===== src/rtl/shared_dispatcher.sv =====
// rtl/shared_dispatcher.sv - round-robin front end for the shared vector/matrix compute engine
//
// Accepts one operation at a time from NUM_CLIENTS requesters, forwards it to
// the engine, waits for the engine done pulse (or a timeout) and returns the
// result to the client that was granted.
//
// Operand encodings (flattened, client i occupies slice i):
//   comp_type : 3 bits   (0 ADD, 1 SUB, 2 MUL, 3 DOT, 4 MATVEC)
//   vector    : 64 bits  (4 lanes x 16 bits, lane 0 in [15:0])
//   matrix    : 256 bits (16 elements x 16 bits, element 0 in [15:0])
//
// Ports:
//   clk, rst            clock, synchronous active-high reset
//   req_valid/ready     per-client request handshake (ready one-hot or zero)
//   req_comp_type       per-client requested operation
//   req_vector_a/b      per-client vector operands
//   req_matrix          per-client matrix operand
//   rsp_valid/ready     per-client response handshake (valid one-hot or zero)
//   rsp_data, rsp_err   response payload and timeout flag
//   eng_comp_type       operation presented to the engine
//   eng_start           one-cycle engine start pulse
//   eng_vector_a/b      operands presented to the engine
//   eng_matrix          matrix presented to the engine
//   eng_busy            engine busy
//   eng_done            engine done (eng_result valid this cycle only)
//   eng_result          engine result
//   disp_busy           dispatcher not idle
//   op_count            successfully completed operations, wraps

module shared_dispatcher #(
    parameter int NUM_CLIENTS = 2,
    parameter int TIMEOUT     = 64,
    parameter int CNT_W       = 16,
    localparam int CT_W       = 3,
    localparam int VEC_W      = 64,
    localparam int MAT_W      = 256
) (
    input  logic                         clk,
    input  logic                         rst,
    input  logic [NUM_CLIENTS-1:0]       req_valid,
    output logic [NUM_CLIENTS-1:0]       req_ready,
    input  logic [NUM_CLIENTS*CT_W-1:0]  req_comp_type,
    input  logic [NUM_CLIENTS*VEC_W-1:0] req_vector_a,
    input  logic [NUM_CLIENTS*VEC_W-1:0] req_vector_b,
    input  logic [NUM_CLIENTS*MAT_W-1:0] req_matrix,
    output logic [NUM_CLIENTS-1:0]       rsp_valid,
    input  logic [NUM_CLIENTS-1:0]       rsp_ready,
    output logic [VEC_W-1:0]             rsp_data,
    output logic                         rsp_err,
    output logic [CT_W-1:0]              eng_comp_type,
    output logic                         eng_start,
    output logic [VEC_W-1:0]             eng_vector_a,
    output logic [VEC_W-1:0]             eng_vector_b,
    output logic [MAT_W-1:0]             eng_matrix,
    input  logic                         eng_busy,
    input  logic                         eng_done,
    input  logic [VEC_W-1:0]             eng_result,
    output logic                         disp_busy,
    output logic [CNT_W-1:0]             op_count
);

    localparam int IDX_W = (NUM_CLIENTS > 1) ? $clog2(NUM_CLIENTS) : 1;
    localparam int TMR_W = (TIMEOUT > 1) ? $clog2(TIMEOUT) : 1;

    typedef enum logic [1:0] {
        S_IDLE  = 2'd0,
        S_ISSUE = 2'd1,
        S_WAIT  = 2'd2,
        S_RESP  = 2'd3
    } state_t;

    state_t state;
    state_t state_next;

    logic [IDX_W-1:0]       rr_ptr;
    logic [IDX_W-1:0]       grant_q;
    logic [TMR_W-1:0]       timer;

    logic                   grant_found;
    logic [IDX_W-1:0]       grant_idx;
    logic [NUM_CLIENTS-1:0] grant_new_oh;
    logic [NUM_CLIENTS-1:0] grant_q_oh;
    logic [CT_W-1:0]        sel_comp_type;
    logic [VEC_W-1:0]       sel_vector_a;
    logic [VEC_W-1:0]       sel_vector_b;
    logic [MAT_W-1:0]       sel_matrix;
    logic                   rsp_handshake;
    logic                   timer_expired;

    // Round-robin search: the client at rr_ptr has highest priority, then
    // rr_ptr+1, ... wrapping at NUM_CLIENTS (which need not be a power of two).
    always_comb begin
        int cand;
        cand        = 0;
        grant_found = 1'b0;
        grant_idx   = '0;
        for (int i = 0; i < NUM_CLIENTS; i++) begin
            cand = int'(rr_ptr) + i;
            if (cand >= NUM_CLIENTS) begin
                cand = cand - NUM_CLIENTS;
            end
            for (int j = 0; j < NUM_CLIENTS; j++) begin
                if (!grant_found && (j == cand) && req_valid[j]) begin
                    grant_found = 1'b1;
                    grant_idx   = IDX_W'(j);
                end
            end
        end
    end

    // Operand mux for the candidate grantee and one-hot forms of both the
    // candidate and the stored grant.
    always_comb begin
        sel_comp_type = '0;
        sel_vector_a  = '0;
        sel_vector_b  = '0;
        sel_matrix    = '0;
        grant_new_oh  = '0;
        grant_q_oh    = '0;
        for (int j = 0; j < NUM_CLIENTS; j++) begin
            if (grant_idx == IDX_W'(j)) begin
                sel_comp_type   = req_comp_type[j*CT_W +: CT_W];
                sel_vector_a    = req_vector_a[j*VEC_W +: VEC_W];
                sel_vector_b    = req_vector_b[j*VEC_W +: VEC_W];
                sel_matrix      = req_matrix[j*MAT_W +: MAT_W];
                grant_new_oh[j] = 1'b1;
            end
            if (grant_q == IDX_W'(j)) begin
                grant_q_oh[j] = 1'b1;
            end
        end
    end

    // Only the grantee's rsp_ready counts; other clients' ready is ignored.
    assign rsp_handshake = |(rsp_ready & grant_q_oh);
    assign timer_expired = (timer == TMR_W'(TIMEOUT - 1));

    // State register
    always_ff @(posedge clk) begin
        if (rst) begin
            state <= S_IDLE;
        end else begin
            state <= state_next;
        end
    end

    // Next-state logic
    always_comb begin
        state_next = state;
        case (state)
            S_IDLE: begin
                if (grant_found) begin
                    state_next = S_ISSUE;
                end
            end
            S_ISSUE: begin
                if (!eng_busy) begin
                    state_next = S_WAIT;
                end
            end
            S_WAIT: begin
                if (eng_done || timer_expired) begin
                    state_next = S_RESP;
                end
            end
            S_RESP: begin
                if (rsp_handshake) begin
                    state_next = S_IDLE;
                end
            end
            default: state_next = S_IDLE;
        endcase
    end

    // Outputs decoded from state; eng_start is suppressed while the engine is busy.
    always_comb begin
        req_ready = '0;
        rsp_valid = '0;
        eng_start = 1'b0;
        disp_busy = (state != S_IDLE);
        case (state)
            S_IDLE:  req_ready = grant_found ? grant_new_oh : '0;
            S_ISSUE: eng_start = !eng_busy;
            S_RESP:  rsp_valid = grant_q_oh;
            default: ;
        endcase
    end

    // Datapath registers: grant, operands, timer, response and counter.
    always_ff @(posedge clk) begin
        if (rst) begin
            rr_ptr        <= '0;
            grant_q       <= '0;
            timer         <= '0;
            eng_comp_type <= '0;
            eng_vector_a  <= '0;
            eng_vector_b  <= '0;
            eng_matrix    <= '0;
            rsp_data      <= '0;
            rsp_err       <= 1'b0;
            op_count      <= '0;
        end else begin
            case (state)
                S_IDLE: begin
                    // Operands are frozen here and held until the next accept.
                    if (grant_found) begin
                        grant_q       <= grant_idx;
                        eng_comp_type <= sel_comp_type;
                        eng_vector_a  <= sel_vector_a;
                        eng_vector_b  <= sel_vector_b;
                        eng_matrix    <= sel_matrix;
                    end
                end
                S_ISSUE: begin
                    if (!eng_busy) begin
                        timer <= '0;
                    end
                end
                S_WAIT: begin
                    // A done arriving on the expiry cycle still counts as success.
                    if (eng_done) begin
                        rsp_data <= eng_result;
                        rsp_err  <= 1'b0;
                        op_count <= op_count + CNT_W'(1);
                    end else if (timer_expired) begin
                        rsp_data <= '0;
                        rsp_err  <= 1'b1;
                    end else begin
                        timer <= timer + TMR_W'(1);
                    end
                end
                S_RESP: begin
                    if (rsp_handshake) begin
                        rr_ptr <= (grant_q == IDX_W'(NUM_CLIENTS - 1)) ? '0
                                                                       : grant_q + IDX_W'(1);
                    end
                end
                default: ;
            endcase
        end
    end

endmodule


===== config.mk =====
export PLATFORM = sky130hd
export DESIGN_NAME = shared_dispatcher
export DESIGN_NICKNAME = d
export VERILOG_FILES = /design/src/rtl/shared_dispatcher.sv
export SDC_FILE = /design/constraint.sdc
export NUM_CORES = 1
export LEC_CHECK = 0
export BUFFER_PORTS_ARGS = -buffer_cell sky130_fd_sc_hd__buf_2
export CAP_MARGIN = 25
export CORE_AREA = 2 2 508 510
export CTS_CLUSTER_SIZE = 28
export DETAILED_ROUTE_END_ITERATION = 6
export DIE_AREA = 0 0 510 512
export PLACE_DENSITY_LB_ADDON = 0.25
export SYNTH_ARGS = -nofsm -noshare
export SYNTH_HDL_FRONTEND = slang
export SYNTH_SLANG_ARGS = --single-unit

===== constraint.sdc =====
create_clock -name clk -period 2.2 [get_ports clk]
set_input_delay 0.22 -clock clk [delete_from_list [all_inputs] [get_ports clk]]
set_output_delay 0.22 -clock clk [all_outputs]
set_load 0.02 [all_outputs]

Yosys cells after proc, flatten, opt, wreduce, memory -nomap -nowiden

Cells that the tools add are included.

Register bits after elaboration: 478
Input bits: 846
Output and inout port bits: 474
Logic and storage cells: 92

$add $sub $neg: 6
Magnitude comparators: 2
Equality and inequality tests: 12
Multiplexer cells: 35
Bitwise logic cells: 1
Reductions and logical operators: 25

Operator list:

| cell                                                | count |
|---|---|
| two-way mux 256 bit                                 | 1 |
| two-way mux 64 bit                                  | 4 |
| equality test 2 x 32 -> 1 bit, first input constant | 2 |
| zero test 32 bit                                    | 2 |
| two-way mux 32 bit                                  | 2 |
| two-way mux 6 bit                                   | 3 |
| adder 16 x 1 -> 16 bit, second input constant       | 1 |
| two-way mux 1 bit                                   | 15 |
| two-way mux 2 bit                                   | 7 |
| != test 2 bit, second input constant                | 6 |
| case mux 6 bit (2 select lines)                     | 1 |
| case mux 2 bit (4 select lines)                     | 1 |
| AND reduction 2 bit                                 | 4 |
| AND reduction 4 bit                                 | 2 |
| logical AND 1 bit                                   | 7 |
| adder 6 x 1 -> 6 bit, second input constant         | 1 |
| equality test 6 bit, second input constant          | 1 |
| nonzero test 2 bit                                  | 3 |
| equality test 2 bit, second input constant          | 2 |
| zero test 1 bit                                     | 4 |
| two-way mux 3 bit                                   | 1 |
| subtractor 1 x 2 -> 3 bit, second input constant    | 1 |
| subtractor 2 x 2 -> 3 bit, second input constant    | 1 |
| adder 1 x 1 -> 2 bit, second input constant         | 1 |
| other kinds (8)                                     | 8 |

Depth between registers and ports, before layout

Depth in word-level cells: 20
Depth in mapped cells: 8
Gate-level depth less buffers: 6

Worst setup path before layout

Ideal clock, no wire load.

Kind: reg2out
From: register state[0]
To: output req_ready[0]
Data arrival time: 1.454 ns
Required time: 1.980 ns
Path slack: 0.526 ns
Stages on the path, launching flop included: 6
Buffers on the path: 2
Path through: dfxtp_1 -> inv_1 -> ha_1 -> clkbuf_1 -> clkbuf_1 -> and2_1

Longest elaborated chain between the ends: 2

RTL lines:

| what                     | line | RTL |
|---|---|---|
| start: declaration       | 72   | `state_t state;` |
| start signal: assignment | 143  | `state <= state_next;` |
| zero test 2 bit          | 181  | `case (state)` |
| two-way mux 2 bit        | 181  |  |
| end: declaration         | 41   | `output logic [NUM_CLIENTS-1:0] req_ready,` |

No other way between the ends.

Final worst setup path

From: register rr_ptr
To: register eng_matrix[95]

Longest elaborated chain between the ends: 18
Elaborated cells between the ends (all ways): 30
Classes of those cells: add/sub (3); order compare (2); eq/ne (2); mux (10); reduce/logical (13)

RTL lines:

| what                                                                             | line    | RTL |
|---|---|---|
| start: declaration                                                               | 75      | `logic [IDX_W-1:0] rr_ptr;` |
| start signal: assignment                                                         | 234     | `rr_ptr <= (grant_q == IDX_W'(NUM_CLIENTS - 1)) ? '0` |
| subtractor 1 x 2 -> 3 bit / >= comparator 1 x 2 -> 1 bit (equally long branches) | 100, 99 |  |
| two-way mux 32 bit                                                               | 99      | `if (cand >= NUM_CLIENTS) begin` |
| zero test 32 bit                                                                 | 103     | `if (!grant_found && (j == cand) && req_valid[j]) begin` |
| logical AND 1 bit                                                                | 103     |  |
| two-way mux 1 bit                                                                | 103     |  |
| zero test 1 bit                                                                  | 103     |  |
| logical AND 1 bit (2 in a row)                                                   | 103     |  |
| two-way mux 1 bit                                                                | 103     |  |
| zero test 1 bit                                                                  | 103     |  |
| logical AND 1 bit (2 in a row)                                                   | 103     |  |
| two-way mux 1 bit                                                                | 103     |  |
| zero test 1 bit                                                                  | 103     |  |
| logical AND 1 bit (2 in a row)                                                   | 103     |  |
| two-way mux 1 bit                                                                | 103     |  |
| two-way mux 256 bit / AND reduction 2 bit (equally long branches)                | n/a     |  |
| end signal: assignment                                                           | 211     | `eng_matrix <= sel_matrix;` |
| end: declaration                                                                 | 54      | `output logic [MAT_W-1:0] eng_matrix,` |

Several ways; a longest one is shown, not always the timed one.
A chain may end at the register's enable or synchronous reset.

==> impl_metrics.toml <==
[outcome]
status = "finished clean"

[finish]
fin_area_mm2 = 0.0426
final-instance-count-excl-fill = 7784
layout-drive-gt1-share_pct = 36.9
finalNetCount = 5153
final_common_cell = "buf_2"
post-route-util_pct = 16.6
syn2layout_area_growth_pct = 104
layout_common_cells = "1315 x buf_2, 782 x dlygate4sd3_1, 476 x dfxtp_1, 407 x nor2_1, 387 x a32o_1"

[place]
place_area_mm2 = 0.0320
place_hpwl_um = 149000
finalWeightedCongestion = 0.879
placed_cells = 6817
place.port_buffers = 1319

[logic_synthesis]
syn_avg_cell_area_um2 = 9.24
seq_area_frac_synth_pct = 45.8
syn_area_mm2 = 0.0209
syn-num-nets = 3114
synth.distinct_cells = 50
synth_warnings = 0
synth_edf_count = 0
synth_top_flop_cell = "dfxtp_1"
synthArstFlopShare_pct = 0
synth_cells = 2261
yosys_register_bits = 478

[setup_path]
crit_required_ns = 2.75
crit_path_max_fanout = 34
cpLargestDelayFamily = "buffers and inverters"
slowest_delay_ns = 0.55
r2r-end = "eng_matrix[95]"
crit_slowest_cell = "dlygate4sd3_1"
cp_cell_sequence = "nand2b_4 > buf_12 > buf_8 > a32o_1 > dlygate4sd3_1 > a22oi_1 > nor2_1"
crit_buf_inv = 3
r2r_cells = 7
reg2reg_from = "rr_ptr"
worst_ep_arrival_time_ns = 2.74
end_kind = "register"
criticalPathCategory = "register to register"
cp-start-kind = "register"
reg2reg_setup_slack_ns = 0.02

[floorplan]
boundaryPins = 1320
fp.dieH_um = 512
die_area_mm2 = 0.261
initial_core_util_pct = 8.17
core_mm2 = 0.256
std_cell_rows = 186
die_w_um = 510

[power_and_ir_drop]
finalPower_uw = 41800
leakage_uw = 0.0181
peakVddDrop_v = 0.000550
p_per_area_mw_per_mm2 = 982

[route]
ant_nets = 0
drt_iter0_drc = 2492
via_per_inst = 3.72
wl_um = 188000
drc_errors = 0
firstDrtPassIters = 7
post_drt_wl_per_cell_um = 24.1
num_vias = 29000

[timing]
grt_setup_unrepaired = "true"
finalSetupViolations = 0
clock_skew_ns = 0.0295
drv_slew = 0
hold_viol = 0
fmax_ghz = 0.458
post-route-min-period_ns = 2.18
fin_crit_sh_pct = 99.3
worst_pin_slew_ns = 0.886
setup_tns_ns = 0
slew_headroom_pct = 40.9

[clock_tree]
numClockSinks = 478
clk_latency_ns = 0.70
cts_root_buf = "clkbuf_16"
cts_buffers = 67
cts_buffer_depth = 3
clk_transition_reported_paths_ns = 0.05
htree_levels = 3
cts_tree = "yes"

[grt]
antenna_found_initial = 135
grt_pass1_wl_um = 243000
grtUsageTotal_pct = 13.5
grt_max_degree = 125
grt.overflow.total = 0
grt_pass1_vias = 27900

[flow_run]
drv_cap = 0

[worst_hold_path]
holdPathEnd = "eng_vector_b[4]"
hold_depth = 4
hold_path_class = "primary input to register"
hold_start = "req_vector_b[4]"
==> synthesized netlist by cell type (3+ instances only) <==
cell type	instances	area share [%]
dfxtp_1	478	46
nor2_1	407	7.3
a22oi_1	387	14
a32o_1	387	19
clkbuf_1	153	2.7
buf_2	114	2.7
nand2_1	75	1.3
a21oi_1	74	1.8
nand3_1	72	1.7
buf_1	12	0.22
inv_1	8	0.14
xnor2_1	8	0.34
buf_4	7	0.25
ha_1	7	0.42
nor3_1	7	0.17
buf_6	5	0.27
nand4_1	4	0.12
xor2_1	4	0.17
and2_1	3	0.090
and4_1	3	0.13
nor4_2	3	0.18
o21a_1	3	0.11
o21ai_0	3	0.072
o31ai_1	3	0.11
==> how the worst max path moves through the flow <==
stage | start | endpoint | slack [ns] | cells after the start
after floorplan | state[0] | req_ready[0] | 0.53 | 5
after global placement | state[0] | timer[4] | 0.23 | 6
after detailed placement | state[0] | timer[5] | 0.16 | 6
after CTS | rr_ptr | req_ready[1] | 0.001 | 4
after global routing | rr_ptr | eng_matrix[243] | -0.03 | 7
final | rr_ptr | eng_matrix[95] | 0.02 | 7
==> power by group <==
part           internal, uW  total (uW)  switching [uW]  leakage, uW
Clock                  6460       11200            4770      0.00107
Sequential            10500       11500            1070      0.00392
Combinational          7170       19000           11800       0.0131
Total                 24100       41800           17700       0.0181
==> through the flow <==
step                      setup WS [ns]  hold WS [ns]
after floorplan                   0.526         0.356
after global placement            0.229         0.454
after detailed placement          0.165         0.460
after CTS                       0.00120      0.000106
after global routing            -0.0267        0.0600
final                            0.0156        0.0706
==> sequential cells by signal, indices dropped and copies added (netlist names) <==
name	flops
state	2
grant_q	1
eng_comp_type	3
eng_vector_a	64
rr_ptr	1
timer	6
op_count	16
eng_vector_b	64
rsp_err	1
eng_matrix	256
rsp_data	64
==> repair_timing <==
| item | in CTS | in global routing |
|---|---|---|
| hold endpoints to repair | 431 | 0 |
| gates cloned | 4 | 1 |
| resized for setup | 17 | 18 |
| endpoints found under the setup margin | 4 | 45 |
| pin swaps | 2 | 1 |
| hold buffers | 782 | 0 |
| setup buffers | 9 | 2 |
==> worst reg2reg max path, stage by stage (launching register included) <==
cell and delay [ns]:
dfxtp_4 0.36, nand2b_4 0.17, buf_12 0.16, buf_8 0.36, a32o_1 0.24, dlygate4sd3_1 0.55, a22oi_1 0.14, nor2_1 0.06
==> cells by family after synthesis <==
| logic type | after synthesis | synth area share [%] |
|---|---|---|
| XOR/XNOR | 12 | 0.503 |
| buffers and inverters | 300 | 6.38 |
| AO/OA/AOI/OAI | 868 | 35.0 |
| multiplexers | 2 | 0.102 |
| AND/OR/NAND/NOR | 594 | 11.8 |
| flip-flops | 478 | 45.8 |
| adder cells (fa/ha/maj) | 7 | 0.419 |
==> layout make-up <==
cell class	instances	area, um2
Timing Repair Buffer	2261	16300
Fill cell	28900	213000
Antenna cell	55	138
Clock buffer	96	1910
Tap cell	3384	4230
Clock inverter	18	325
Multi-Input combinational cell	1483	10100
Sequential cell	478	9570
Inverter	9	33.8
==> metal layers <==
layer / routed length [um] / part of all wire, % / vias up / track usage (%)
met3: 15800 / 8.4 / 344 / 3.93
met5: 386 / 0.21 / - / 0
met1: 76900 / 41 / 14000 / 16.1
li1: - / - / 12900 / -
met2: 87900 / 47 / 1585 / 22.8
met4: 7000 / 3.7 / 58 / 5.09
(Power assumes the default switching activity.)
